File: src/rtl/gobou_layer_seq_pkg.sv
// Shared types and sizes for the gobou layer sequencer: per-layer parameter
// record, FSM state encoding and the layer-count clamp helper.
package gobou_layer_seq_pkg;

   localparam int MEMSIZE        = 12;
   localparam int GOBOU_NETSIZE  = 14;
   localparam int LWIDTH         = 10;
   localparam int MAX_LAYERS     = 16;
   localparam int LAYERLOG       = 4;
   localparam int GOBOU_LAYERLOG = LAYERLOG;
   localparam int ACK_TIMEOUT    = 8;
   localparam int TOUT_W         = 4;

   typedef struct packed {
      logic [MEMSIZE-1:0]       in_offset;
      logic [MEMSIZE-1:0]       out_offset;
      logic [GOBOU_NETSIZE-1:0] net_offset;
      logic [LWIDTH-1:0]        total_out;
      logic [LWIDTH-1:0]        total_in;
      logic                     bias_en;
      logic                     relu_en;
   } layer_param_t;

   typedef enum logic [2:0] {
      S_IDLE = 3'd0,
      S_LOAD = 3'd1,
      S_REQ  = 3'd2,
      S_RUN  = 3'd3,
      S_GAP  = 3'd4,
      S_DONE = 3'd5
   } seq_state_t;

   function automatic logic [LAYERLOG:0] clamp_layers(input logic [LAYERLOG:0] n);
      return (n > (LAYERLOG+1)'(MAX_LAYERS)) ? (LAYERLOG+1)'(MAX_LAYERS) : n;
   endfunction

endpackage

File: src/rtl/gobou_layer_table.sv
// Host-programmed per-layer parameter table: one synchronous write port and
// one asynchronous read port. Contents are deliberately not reset.
module gobou_layer_table
   import gobou_layer_seq_pkg::*;
(
   input  logic                clk,
   input  logic                we,
   input  logic [LAYERLOG-1:0] waddr,
   input  layer_param_t        wdata,
   input  logic [LAYERLOG-1:0] raddr,
   output layer_param_t        rdata
);

   layer_param_t mem [MAX_LAYERS];

   always_ff @(posedge clk) begin
      if (we) mem[waddr] <= wdata;
   end

   assign rdata = mem[raddr];

endmodule

File: src/rtl/gobou_layer_seq.sv
// Sequences a programmed list of layers onto the gobou core controller, one
// req/ack handshake per layer, and pulses done after the last layer.
module gobou_layer_seq
   import gobou_layer_seq_pkg::*;
(
   input  logic                     clk,
   input  logic                     xrst,
   input  logic                     prog_we,
   input  logic [LAYERLOG-1:0]      prog_addr,
   input  layer_param_t             prog_param,
   input  logic [LAYERLOG:0]        num_layers,
   input  logic                     start,
   output logic                     busy,
   output logic                     done,
   output logic                     err,
   output logic [LAYERLOG-1:0]      layer_idx,
   output logic                     req,
   input  logic                     ack,
   output logic [MEMSIZE-1:0]       in_offset,
   output logic [MEMSIZE-1:0]       out_offset,
   output logic [GOBOU_NETSIZE-1:0] net_offset,
   output logic [LWIDTH-1:0]        total_out,
   output logic [LWIDTH-1:0]        total_in,
   output logic                     bias_en,
   output logic                     relu_en,
   output seq_state_t               fsm_state
);

   // Handshake: req is a level; its rising edge launches a layer. The core
   // answers by dropping ack while the layer runs and raising it when idle.
   // Parameters are stable one cycle before req rises and until the next load.

   seq_state_t          state;
   logic [LAYERLOG:0]   n_lay;
   logic [LAYERLOG-1:0] idx;
   logic [TOUT_W-1:0]   tcnt;
   layer_param_t        prm;
   layer_param_t        rd_param;
   logic                tab_we;

   // The table is frozen for the whole run; only idle-time writes land.
   assign tab_we = prog_we && (state == S_IDLE);

   gobou_layer_table u_table (
      .clk   (clk),
      .we    (tab_we),
      .waddr (prog_addr),
      .wdata (prog_param),
      .raddr (idx),
      .rdata (rd_param)
   );

   always_ff @(posedge clk) begin
      if (xrst) begin
         state <= S_IDLE;
         n_lay <= '0;
         idx   <= '0;
         tcnt  <= '0;
         prm   <= '0;
         req   <= 1'b0;
         done  <= 1'b0;
         err   <= 1'b0;
      end else begin
         done <= 1'b0;
         case (state)
            S_IDLE: begin
               if (start) begin
                  n_lay <= clamp_layers(num_layers);
                  err   <= 1'b0;
                  idx   <= '0;
                  state <= (num_layers == '0) ? S_DONE : S_LOAD;
               end
            end
            S_LOAD: begin
               prm   <= rd_param;
               tcnt  <= '0;
               state <= S_REQ;
            end
            S_REQ: begin
               // ack only counts once our req is actually visible to the core
               if (req && !ack) begin
                  state <= S_RUN;
               end else if (tcnt == TOUT_W'(ACK_TIMEOUT - 1)) begin
                  err   <= 1'b1;
                  req   <= 1'b0;
                  state <= S_DONE;
               end else begin
                  tcnt <= tcnt + 1'b1;
                  req  <= 1'b1;
               end
            end
            S_RUN: begin
               if (ack) begin
                  req   <= 1'b0;
                  state <= S_GAP;
               end
            end
            S_GAP: begin
               if (({1'b0, idx} + 1'b1) < n_lay) begin
                  idx   <= idx + 1'b1;
                  state <= S_LOAD;
               end else begin
                  state <= S_DONE;
               end
            end
            S_DONE: begin
               done  <= 1'b1;
               state <= S_IDLE;
            end
            default: state <= S_IDLE;
         endcase
      end
   end

   assign busy       = (state != S_IDLE);
   assign layer_idx  = idx;
   assign fsm_state  = state;
   assign in_offset  = prm.in_offset;
   assign out_offset = prm.out_offset;
   assign net_offset = prm.net_offset;
   assign total_out  = prm.total_out;
   assign total_in   = prm.total_in;
   assign bias_en    = prm.bias_en;
   assign relu_en    = prm.relu_en;

endmodule

File: config.mk
export PLATFORM = sky130hd
export DESIGN_NAME = gobou_layer_seq
export DESIGN_NICKNAME = d
export VERILOG_FILES = /design/src/rtl/gobou_layer_seq_pkg.sv /design/src/rtl/gobou_layer_table.sv /design/src/rtl/gobou_layer_seq.sv
export SDC_FILE = /design/constraint.sdc
export NUM_CORES = 1
export LEC_CHECK = 0
export ABC_AREA = 0
export ABC_CLOCK_PERIOD_IN_PS = 7900
export BUFFER_PORTS_ARGS = -buffer_cell sky130_fd_sc_hd__buf_2
export CAP_MARGIN = 20
export CORE_MARGIN = 2
export CORE_UTILIZATION = 59
export DETAILED_ROUTE_END_ITERATION = 10
export PLACE_DENSITY = 0.77
export SYNTH_ARGS = -nofsm -noshare
export SYNTH_HDL_FRONTEND = slang
export SYNTH_SLANG_ARGS = --single-unit
File: constraint.sdc
create_clock -name clk -period 7.9 [get_ports clk]
set_input_delay 0.79 -clock clk [delete_from_list [all_inputs] [get_ports clk]]
set_output_delay 0.79 -clock clk [all_outputs]
set_load 0.1 [all_outputs]
==> results of run 1 <==
sequential cells by signal, indices dropped and copies added (netlist names), 3 cells and up:
name / count
u_table.mem: 960
net_offset: 14
in_offset: 12
out_offset: 12
total_in: 10
total_out: 10
n_lay: 5
layer_idx: 4
tcnt: 4
fsm_state: 3
cells by family (layout without fill, tap and decap cells):
group | after synthesis | after routing | synth area share
AND/OR/NAND/NOR | 136 | 136 | 0.0179
other | 0 | 5 | 0
adder cells (fa/ha/maj) | 6 | 6 | 0.00192
flip-flops | 1039 | 1039 | 0.780
buffers and inverters | 100 | 379 | 0.0129
AO/OA/AOI/OAI | 152 | 152 | 0.0326
XOR/XNOR | 2 | 2 | 0.000449
multiplexers | 302 | 302 | 0.155
how the worst min path moves through the flow:
| stage | startpoint | to | cells past startpoint |
|---|---|---|---|
| 6_report | num_layers[4] | n_lay[4] | 3 |
| 5_1_grt | num_layers[4] | n_lay[4] | 3 |
| 4_1_cts | num_layers[4] | n_lay[4] | 3 |
| 3_5_place_dp | n_lay[2] | n_lay[2] | 2 |
| 3_3_place_gp | err | err | 2 |
| 2_1_floorplan | n_lay[0] | n_lay[0] | 2 |
placed cells by master (no fill, tap or decap), types with 5 or more instances in the layout:
| cell | instances |
|---|---|
| a21oi_1 | 11 |
| clkinv_1 | 14 |
| dfxtp_1 | 77 |
| mux2i_1 | 62 |
| mux4_2 | 240 |
| o211ai_1 | 29 |
| clkinv_2 | 25 |
| ha_1 | 6 |
| a22oi_1 | 58 |
| inv_1 | 7 |
| nand3b_1 | 5 |
| bufinv_16 | 6 |
| nor2_4 | 13 |
| clkbuf_1 | 22 |
| nand2_1 | 72 |
| buf_2 | 144 |
| buf_4 | 40 |
| diode_2 | 5 |
| nor3_2 | 5 |
| o211ai_2 | 30 |
| edfxtp_1 | 960 |
| clkbuf_16 | 100 |
| clkbuf_8 | 11 |
power groups by stage:
stage          Clock, W  Sequential [W]  Combinational, W
3_5_place_dp          0         0.00635          0.000936
6_report        0.00460         0.00623          0.000936
3_3_place_gp          0         0.00634          0.000920
4_1_cts         0.00466         0.00623          0.000942
2_1_floorplan         0         0.00670          0.000300
5_1_grt         0.00486         0.00624          0.000981
final cells by class:
class	count	area share
antenna	5	0.000285
clock buffer	133	0.0622
clock inverter	52	0.00990
inverter	9	0.000825
multi-input combinational	598	0.187
sequential	1039	0.692
tap	864	0.0246
timing repair buffer	185	0.0237
layer usage:
layer	vias up	share of wire	global-route usage
met4	8	0.020	0.0777
met2	982	0.51	0.422
met3	131	0.086	0.0447
met1	9981	0.38	0.361
met5	-	0.00059	0
li1	7744	-	-
per-stage QoR:
step           setup WS, ns  area (sq um)  std cells  hold WS [ns]  total power, W
2_1_floorplan         0.993         39000       1737         0.432         0.00700
3_3_place_gp           4.28         40800       2695         0.442         0.00726
3_5_place_dp           4.25         40800       2695         0.448         0.00728
4_1_cts                4.22         44000       2880         0.408          0.0118
5_1_grt                4.02         44000       2884         0.437          0.0121
6_report               4.19         44000       2885         0.442          0.0118
tightest hold or removal path: stages:
cell,delay (ns)
buf_2,0.13
nand2_1,0.06
a21oi_1,0.05
==> results.sh, run 1 <==
export IMPL_finalMaxSlewViolations=0
export IMPL_rows=94
export IMPL_timing_final_hold_violations=0
export IMPL_drv_cap=0
export IMPL_slew_headroom=0.275
export IMPL_pwr_share_seq=0.530
export IMPL_critPathBufInv=2
export IMPL_fillers=4028
export IMPL_io_buffers=144
export IMPL_finalCritPeriodShare=0.469
export IMPL_ff2ff_setup_slack_ns=4.19
export IMPL_yosysWarnings=0
export IMPL_syn_nets=1817
export IMPL_clock_sinks=1039
export IMPL_synthCells=1737
export IMPL_crit_path_max_incr_delay_ns=0.80
export IMPL_combPwrFrac=0.080
export IMPL_finalSetupTns_ns=0
export IMPL_async_flop_share=0
export IMPL_clock_path_buffers=3
export IMPL_drtAntennaViolNets=0
export IMPL_antenna_found_initial=9
export IMPL_grt_max_degree=147
export IMPL_r2r_start="fsm_state[2]"
export IMPL_clock_latency_ns=0.66
export IMPL_crit_arrival_ns=3.98
export IMPL_crit_chain="nor3_2 > inv_1 > or4b_1 > nor2_4 > buf_4"
export IMPL_cts_tree="yes"
export IMPL_critPathTopFamily="simple AND/OR/NAND/NOR gates"
export IMPL_drtIter0Drc=2224
export IMPL_max_freq_mhz=270
export IMPL_drt_total_wl_microns=86000
export IMPL_vias=18846
export IMPL_power_leakage_nw=14.2
export IMPL_yosysMostFrequentCell="edfxtp_1"
export IMPL_endpoint="u_table.mem[12][0]"
export IMPL_crit_slowest_cell="nor2_4"
export IMPL_grt_pass1_vias=19234
export IMPL_dp_hpwl_microns=41600
export IMPL_avgSynthCellArea_sq_um=22.5
export IMPL_reg2regPathDepth=5
export IMPL_synth_edf_count=960
export IMPL_synth_commonest_cells="edfxtp_1, mux4_2, dfxtp_1, nand2_1, mux2i_1"
export IMPL_regArea_sq_mm=0.0304
export IMPL_gp_congestion=0.783
export IMPL_r2r_end="u_table.mem[12][0]"
export IMPL_crit_type="flop to flop"
export IMPL_initial_utilization=0.594
export IMPL_crit_cells=5
export IMPL_clkTransAtPathRegs_ns=0.06
export IMPL_overflow=0
export IMPL_drive_gt1_frac=0.315
export IMPL_internal_power_w=0.00897
export IMPL_crit_path_start="fsm_state[2]"
export IMPL_synth_top_area_frac=0.739
export IMPL_powerDensity_mw_per_mm2=268
export IMPL_route_detailed_drc=0
export IMPL_worst_pin_slew_ns=1.09
export IMPL_finalWorstPathRequiredPeriod_ns=3.71
export IMPL_p_clk_frac=0.391
export IMPL_mappedNetlistArea_sq_mm=0.0390
export IMPL_cts_resized=0
export IMPL_die_y_microns=261
export IMPL_fin_skew_ns=0.0228
export IMPL_setup_viol=0
export IMPL_grt_use_total=0.257
export IMPL_cts_hold_buf=0
export IMPL_ys_ff_latch=1039
export IMPL_viasPerCell=6.53
export IMPL_routedWlPerCell_microns=29.8
export IMPL_die_area_sq_mm=0.0682
export IMPL_grt_pass1_wl_microns=126000
export IMPL_final_nets=2012
export IMPL_die_x_microns=261
export IMPL_post_cts_buffers=0
export IMPL_critPathMaxFanout=39
export IMPL_swShare=0.238
export IMPL_core_sq_mm=0.0656
export IMPL_ioPinCount=145
export IMPL_required_ns=8.17
export IMPL_synth_main_ff_cell="edfxtp_1"
export IMPL_final_util=0.670
export IMPL_multi_input_area_sq_mm=0.00821
export IMPL_switchingPower_w=0.00280
export IMPL_vdd_drop_max_v=0.000205
export IMPL_start_kind="flop"
export IMPL_synthTopCellsByArea="edfxtp_1, mux4_2, dfxtp_1"
export IMPL_crit_path_end_kind="flop"
export IMPL_area_delta_synth_final_pct=12.7
export IMPL_synth_cell_types=58
export IMPL_rsz0062_at_grt="no"
export IMPL_h_tree_depth=3
export IMPL_cts_root_buf="clkbuf_16"
export IMPL_cts_inserted_buffers=99
export IMPL_status="finished, final reports clean"
export IMPL_ys_seq_area_frac=0.780
export IMPL_drtPass1Iterations=6
export IMPL_hold_path_class="input port to flop"
export IMPL_synth_top_area_cell="edfxtp_1"
No activity file was read; power rests on OpenSTA's default activity.
==> inputs of run 2 (changes only) <==
Settings changed: ABC_CLOCK_PERIOD_IN_PS 7900 to 3600.
Clock period 7.9 ns to 3.6 ns, I/O delays scaled along.
==> run 2 against run 1 <==
Global-route usage shrank 0.32 points. Clock power grew 130%. Sequential power grew 120%. Combinational power grew 120%. First-iteration DRC count shrank 1.9%. Core utilization grew 0.80 points. Clock skew shrank 0.0051 ns. Count of clock-buffer cells in the layout grew 1. Critical endpoint is now u_table.mem[4][56]. Largest power group unchanged. Highest routed layer unchanged.
==> results.sh, run 2 (same netlist as run 1, synthesis figures left out) <==
export IMPL_status="finished, final reports clean"
export IMPL_clkTransAtPathRegs_ns=0.06
export IMPL_post_dp_cell_area_sq_mm=0.0411
export IMPL_finalMaxSlewViolations=0
export IMPL_post_place_cells=2700
export IMPL_reg2regPathDepth=5
export IMPL_initial_utilization=0.594
export IMPL_drt_total_wl_microns=84700
export IMPL_clock_path_buffers=3
export IMPL_max_freq_mhz=365
export IMPL_slew_headroom=0.328
export IMPL_hold_path_class="input port to flop"
export IMPL_die_y_microns=261
export IMPL_core_sq_mm=0.0656
export IMPL_vdd_drop_max_v=0.000491
export IMPL_power_w=0.0263
export IMPL_crit_path_end_kind="flop"
export IMPL_regMostFlops="u_table.mem"
export IMPL_powerDensity_mw_per_mm2=592
export IMPL_dp_hpwl_microns=43300
export IMPL_die_area_sq_mm=0.0682
export IMPL_finalCritPeriodShare=0.761
export IMPL_required_ns=3.93
export IMPL_rsz0062_at_grt="no"
export IMPL_power_leakage_nw=14.4
export IMPL_fillers=3981
export IMPL_grt_use_total=0.254
export IMPL_hold_depth=1
export IMPL_viasPerCell=6.47
export IMPL_final_common_cell="edfxtp_1"
export IMPL_cts_tree="yes"
export IMPL_antenna_found_initial=6
export IMPL_setup_viol=0
export IMPL_drive_gt1_frac=0.320
export IMPL_start_kind="flop"
export IMPL_vias=18755
export IMPL_mostFrequentLayoutCells="edfxtp_1, mux4_2, buf_2"
export IMPL_io_buffers=144
export IMPL_rows=94
export IMPL_area_delta_synth_final_pct=14.1
export IMPL_cts_resized=0
export IMPL_gp_congestion=0.766
export IMPL_routedWlPerCell_microns=29.3
export IMPL_fin_area_sq_mm=0.0445
export IMPL_timing_final_hold_violations=0
export IMPL_die_x_microns=261
export IMPL_finalWorstPathRequiredPeriod_ns=2.74
export IMPL_multi_input_area_sq_mm=0.00825
export IMPL_post_cts_buffers=0
export IMPL_critPathMaxFanout=25
export IMPL_clock_sinks=1039
export IMPL_worst_pin_slew_ns=1.01
export IMPL_crit_arrival_ns=3.07
export IMPL_drtAntennaViolNets=0
export IMPL_route_detailed_drc=0
export IMPL_h_tree_depth=3
export IMPL_regArea_sq_mm=0.0304
export IMPL_drtPass1Iterations=5
export IMPL_grt_pass1_vias=19474
export IMPL_grt_pass1_wl_microns=125000
export IMPL_cts_inserted_buffers=100
export IMPL_fin_skew_ns=0.0176
export IMPL_largest_reg_flops=960
export IMPL_layoutNonFillerInstCount=2897
export IMPL_drtIter0Drc=2181
export IMPL_overflow=0
export IMPL_ioPinCount=145
export IMPL_drv_cap=0
export IMPL_cts_root_buf="clkbuf_16"
export IMPL_grt_max_degree=139
export IMPL_clock_latency_ns=0.65
export IMPL_crit_type="flop to flop"
export IMPL_final_nets=2023
## run 2: changes by cell type in the layout (fill, tap and decap cells not counted), moves of 6 or more
cell / before / now
buf_4: 40 / 28
clkinv_2: 25 / 18
clkinvlp_4: 2 / 8
buf_12: 1 / 18
## run 2: path summary, 6_finish.rpt
kind / startpoint / to / slack [ns]
min reg2reg: err / err / 0.46
max reg2reg: fsm_state[1] / u_table.mem[4][56] / 0.86
max: fsm_state[1] / u_table.mem[4][56] / 0.86
min: prog_param[27] / u_table.mem[8][27] / 0.08
## run 2: report_power, final
group | switching (W) | internal (W) | total [W]
Clock | 0.00438 | 0.00619 | 0.0106
Combinational | 0.00164 | 0.000443 | 0.00209
Sequential | 0.000179 | 0.0135 | 0.0137
## run 2: critical path, stage by stage (launching register included)
cell,delay (ns)
dfxtp_4,0.40
nor3_4,0.34
clkinvlp_4,0.18
or4b_4,0.59
nor2_4,0.59
buf_12,0.30
## run 2: final cells by class
type	count	share of cell area
clock buffer	134	0.0619
clock inverter	56	0.0134
sequential	1039	0.684
antenna	2	0.000112
tap	864	0.0243
inverter	9	0.000900
multi-input combinational	598	0.185
timing repair buffer	195	0.0301
## run 2: layer usage
layer / up-vias / global-route usage / share of wire
met3: 154 / 0.0477 / 0.074
met4: 4 / 0.0799 / 0.028
met2: 884 / 0.432 / 0.52
met5: - / 0 / 0.00019
met1: 9937 / 0.338 / 0.38
li1: 7776 / - / -
## run 2: what timing repair did
action | in CTS | in global routing
hold endpoints to repair | 5 | 0
setup endpoints to repair | 0 | 0
hold buffers | 5 | 0
## run 2: through the flow
step	hold slack (ns)	setup slack (ns)	TNS (ns)	utilization
final	0.0825	0.862	0	0.678
after global routing	0.0594	0.750	0	0.678
after CTS	0.0471	0.842	0	0.678
after detailed placement	0.455	0.889	0	0.626
after global placement	0.445	0.924	0	0.626
after floorplan	0.432	-0.438	-288.17	-
